[src/rtl/dsi_pkt_pkg.sv]
// Shared DSI packet definitions: data types, header ECC and payload CRC constants.
package dsi_pkt_pkg;

  typedef enum logic [2:0] {
    ST_IDLE,
    ST_HDR,
    ST_CHECK,
    ST_PAYLOAD,
    ST_CRC0,
    ST_CRC1
  } state_t;

  localparam logic [5:0] DT_NULL        = 6'h09;
  localparam logic [5:0] DT_BLANK       = 6'h19;
  localparam logic [5:0] DT_GEN_LONG_WR = 6'h29;
  localparam logic [5:0] DT_DCS_LONG_WR = 6'h39;
  localparam logic [5:0] DT_PPS_RGB565  = 6'h0E;
  localparam logic [5:0] DT_PPS_RGB666  = 6'h1E;
  localparam logic [5:0] DT_PPS_RGB666L = 6'h2E;
  localparam logic [5:0] DT_PPS_RGB888  = 6'h3E;

  localparam logic [15:0] CRC_INIT = 16'hFFFF;

  // Per-parity-bit data masks of the 24-bit header Hamming code, P5 leftmost.
  localparam logic [5:0][23:0] ECC_MASK = {
    24'hEFFC00, 24'hDF03F0, 24'hB8E38E, 24'h749A6D, 24'hF2555B, 24'hF12CB7
  };

  typedef logic [23:0][5:0] col_table_t;

  function automatic logic is_long_dt(input logic [5:0] dt);
    case (dt)
      DT_NULL, DT_BLANK, DT_GEN_LONG_WR, DT_DCS_LONG_WR,
      DT_PPS_RGB565, DT_PPS_RGB666, DT_PPS_RGB666L, DT_PPS_RGB888,
      6'h0C, 6'h1C, 6'h2C, 6'h3C, 6'h0D, 6'h1D, 6'h2D, 6'h3D, 6'h1A:
        return 1'b1;
      default:
        return 1'b0;
    endcase
  endfunction

  function automatic logic [5:0] ecc_of(input logic [23:0] d);
    logic [5:0] p;
    for (int unsigned k = 0; k < 6; k++) p[3'(k)] = ^(d & ECC_MASK[3'(k)]);
    return p;
  endfunction

  // Syndrome produced by a single flipped data bit i is simply the ECC of that one-hot word.
  function automatic col_table_t ecc_col_table();
    col_table_t t;
    for (int unsigned i = 0; i < 24; i++) t[5'(i)] = ecc_of(24'd1 << i);
    return t;
  endfunction

  localparam col_table_t ECC_COL = ecc_col_table();

endpackage

[src/rtl/ecc_calc.sv]
// Combinational 6-bit Hamming ECC over a 24-bit DSI packet header.
module ecc_calc
  import dsi_pkt_pkg::*;
(
  input  logic [23:0] data,
  output logic [5:0]  ecc
);

  assign ecc = ecc_of(data);

endmodule

[config.mk]
export PLATFORM = sky130hd
export DESIGN_NAME = ecc_calc
export DESIGN_NICKNAME = d
export VERILOG_FILES = /design/src/rtl/dsi_pkt_pkg.sv /design/src/rtl/ecc_calc.sv
export SDC_FILE = /design/constraint.sdc
export NUM_CORES = 1
export LEC_CHECK = 0
export BUFFER_PORTS_ARGS = -buffer_cell sky130_fd_sc_hd__clkbuf_2
export CAP_MARGIN = 20
export CELL_PAD_IN_SITES_DETAIL_PLACEMENT = 0
export CELL_PAD_IN_SITES_GLOBAL_PLACEMENT = 2
export CORE_ASPECT_RATIO = 0.9
export CORE_MARGIN = 1.5
export CORE_UTILIZATION = 30
export DETAILED_ROUTE_END_ITERATION = 16
export PLACE_DENSITY_LB_ADDON = 0.1
export SYNTH_ARGS = -nofsm -noshare
export SYNTH_HDL_FRONTEND = slang
export SYNTH_SLANG_ARGS = --single-unit
[constraint.sdc]
create_clock -name vclk -period 2.8
set_input_delay 0.28 -clock vclk [all_inputs]
set_output_delay 0.28 -clock vclk [all_outputs]
set_load 0.05 [all_outputs]
Word level (Yosys, flattened, before mapping):

Index checks and enable logic that the tools add are counted.

* flip-flop bits (word level): 0
* input port bits: 24
* output and inout bits: 6
* logic and storage cells: 6

* reduce and logical (&&, ||, !) cells: 6

Operator list (number)
* $reduce_xor 24->1: 6

Depth between registers and ports, before layout:

* depth after elaboration: 1
* gate-level depth with buffers: 3
* mapped depth without buffers: 3

Worst setup path after synthesis:

No wires, ideal clock.

* path kind: input to output
* start point: input port data[7]
* end point: output port ecc[0]
* arrival time: 1.980 ns
* path slack: 0.540 ns
* stages: 3
* cell sequence: xnor3_2 > xnor3_4 > xnor2_1

* longest elaborated chain between the ends: 1

Ends and longest elaborated chain
* start, declared: RTL line ecc_calc.sv:5 `input logic [23:0] data,`
* $reduce_xor 24->1: RTL line dsi_pkt_pkg.sv:44 `for (int unsigned k = 0; k < 6; k++) p[3'(k)] = ^(d & ECC_MASK[3'(k)]);`
* end, declared: RTL line ecc_calc.sv:6 `output logic [5:0] ecc`

No other way between the ends.

Worst setup path in the final report:

Ends and elaborated chain as after synthesis.

==> key figures <==
Global routing
  – Initial antenna violation count: 0
  – Total congestion overflow: 0
  – Largest net degree at the start of global routing: 4
  – First-pass GRT wire length: 1340 um
  – Total track usage: 9.26%
  – Vias in the first global route: 332

Layout
  – # fillers: 162
  – Layout area overhead: 34.3%
  – Layout cell share with drive strength beyond 1: 48.5%
  – FFs & Latches: 0
  – Ant diodes: 0
  – Multi-input logic area: 526 um^2
  – Fin area: 706 um^2
  – CLK BUF: 0
  – Sequential cell area: 0 um^2
  – # nets final: 94
  – Final core utilization: 42.4%
  – Most frequent cells in the layout: 30 x clkbuf_2, 19 x xnor2_1, 10 x xnor3_1
  – Most common cell after layout, fill and taps aside: clkbuf_2

Die
  – Chip width: 47.1 um
  – Die ar.: 0.00201 mm^2
  – Die Span Y: 42.7 um
  – IO Pins: 30
  – Site Rows: 14
  – Starting Density: 31.6%
  – Total core area: 0.00166 mm^2

Synth
  – Synth top area share: 42.9%
  – Synth unique cells: 7
  – Syn Nets: 62
  – Cells after Synth: 38
  – Seq/Total Area, Yosys: 0%
  – Mean Syn Cell Area: 13.8 um^2
  – Synth Cell Area: 526 um^2
  – Yosys top cell by area: xnor3_1
  – Synth area leaders: xnor3_1 43%, xnor2_1 32%, xor2_1 8.3%
  – Synth warn: 0

STA
  – Setup TNS Final: 0 ns
  – Final Max Slew Viols: 0
  – RSZ-0062 raised after global routing: false
  – Period minus WS final: 2.03 ns
  – Final hold vios: 0
  – # setup viols final: 0
  – Fin crit share: 72.3%
  – Worst-margin pin slew: 0.323 ns
  – Relative slew margins: 78.3%
  – Fmax: 494 MHz

Setup path
  – Critical path class: input pin to output pin
  – Critical Path Source Type: input pin
  – Worst EP arrival: 1.75 ns
  – Crit Path Max Fanout: 2
  – Critical Path RT: 2.52 ns
  – Crit. End Element: output pin

Drt
  – Routed WL: 931 um
  – DR vias: 365
  – DR pass1 iterations: 1
  – DR iter-0 viols: 0
  – ANT nets after route: 0
  – DR WL/cell: 10.1 um
  – Number of vias per cell: 3.97
  – DRC viols: 0

Power and ir drop
  – Leakage: 0.396 nW
  – Worst vdd ir: 0.000414 V
  – Cell Pwr Density: 724 mW/mm^2

Min path
  – Hold Crit Class: input pin to output pin

Status
  – Outcome: complete, no violations

Run
  – Maxcap violations: 0

Placed design
  – Port bufs: 30
  – Routability cong.: 0.684
  – Area post-placement: 706 um^2

Clock tree
  – Post-CTS setup buffer count: 0
  – Post-cts sizing count: 0
  – Hold buffer count at cts: 0
-- routing by layer --
layer,track usage [%],up-vias,part of all wire [%]
met5,0,-,0
met4,0,0,0
met3,0,0,4.2
met2,17.8,12,51
met1,12.0,162,45
li1,-,191,-
-- stage by stage --
stage                     setup WS [ns]  total power [mW]  hold WS [ns]  cells
after floorplan                   0.540             0.425          1.04     38
final                             0.775             0.511          1.19     92
after global routing              0.710             0.533          1.24     92
after CTS                         0.764             0.518          1.20     92
after detailed placement          0.775             0.517          1.20     92
after global placement            0.764             0.517          1.19     92
-- logic make-up (layout without fill, tap and decap cells) --
family                    count (synthesis)  in the layout  synth area share (%)
xor gates and xnor gates                 38             38                   100
buffers and inverters                     0             30                     0
-- power by group --
group          internal (mW)  switching, mW  total (mW)
logic                  0.204          0.307       0.511
registers                  0              0           0
clock network              0              0           0
-- critical path, stage by stage --
cell,delay (ns)
clkbuf_2,0.10
xnor3_2,0.45
xnor3_4,0.45
xnor2_1,0.17
clkbuf_2,0.30
-- worst paths after layout --
| check | from | endpoint | slack, ns | depth (start not counted) |
|---|---|---|---|---|
| worst min-delay path | data[20] | ecc[2] | 1.19 | 4 |
| worst max-delay path | data[7] | ecc[0] | 0.77 | 5 |
-- cells in the mapped netlist, drive strengths merged --
cell type / n
xor3: 1
xnor3: 12
xnor2: 20
xor2: 5
-- cell type report --
| cell class | instances | area share (%) |
|---|---|---|
| Timing Repair Buffer | 30 | 21.3 |
| Tap cell | 24 | 4.26 |
| Multi-Input combinational cell | 38 | 74.5 |
No activity file was read; power rests on OpenSTA's default activity.
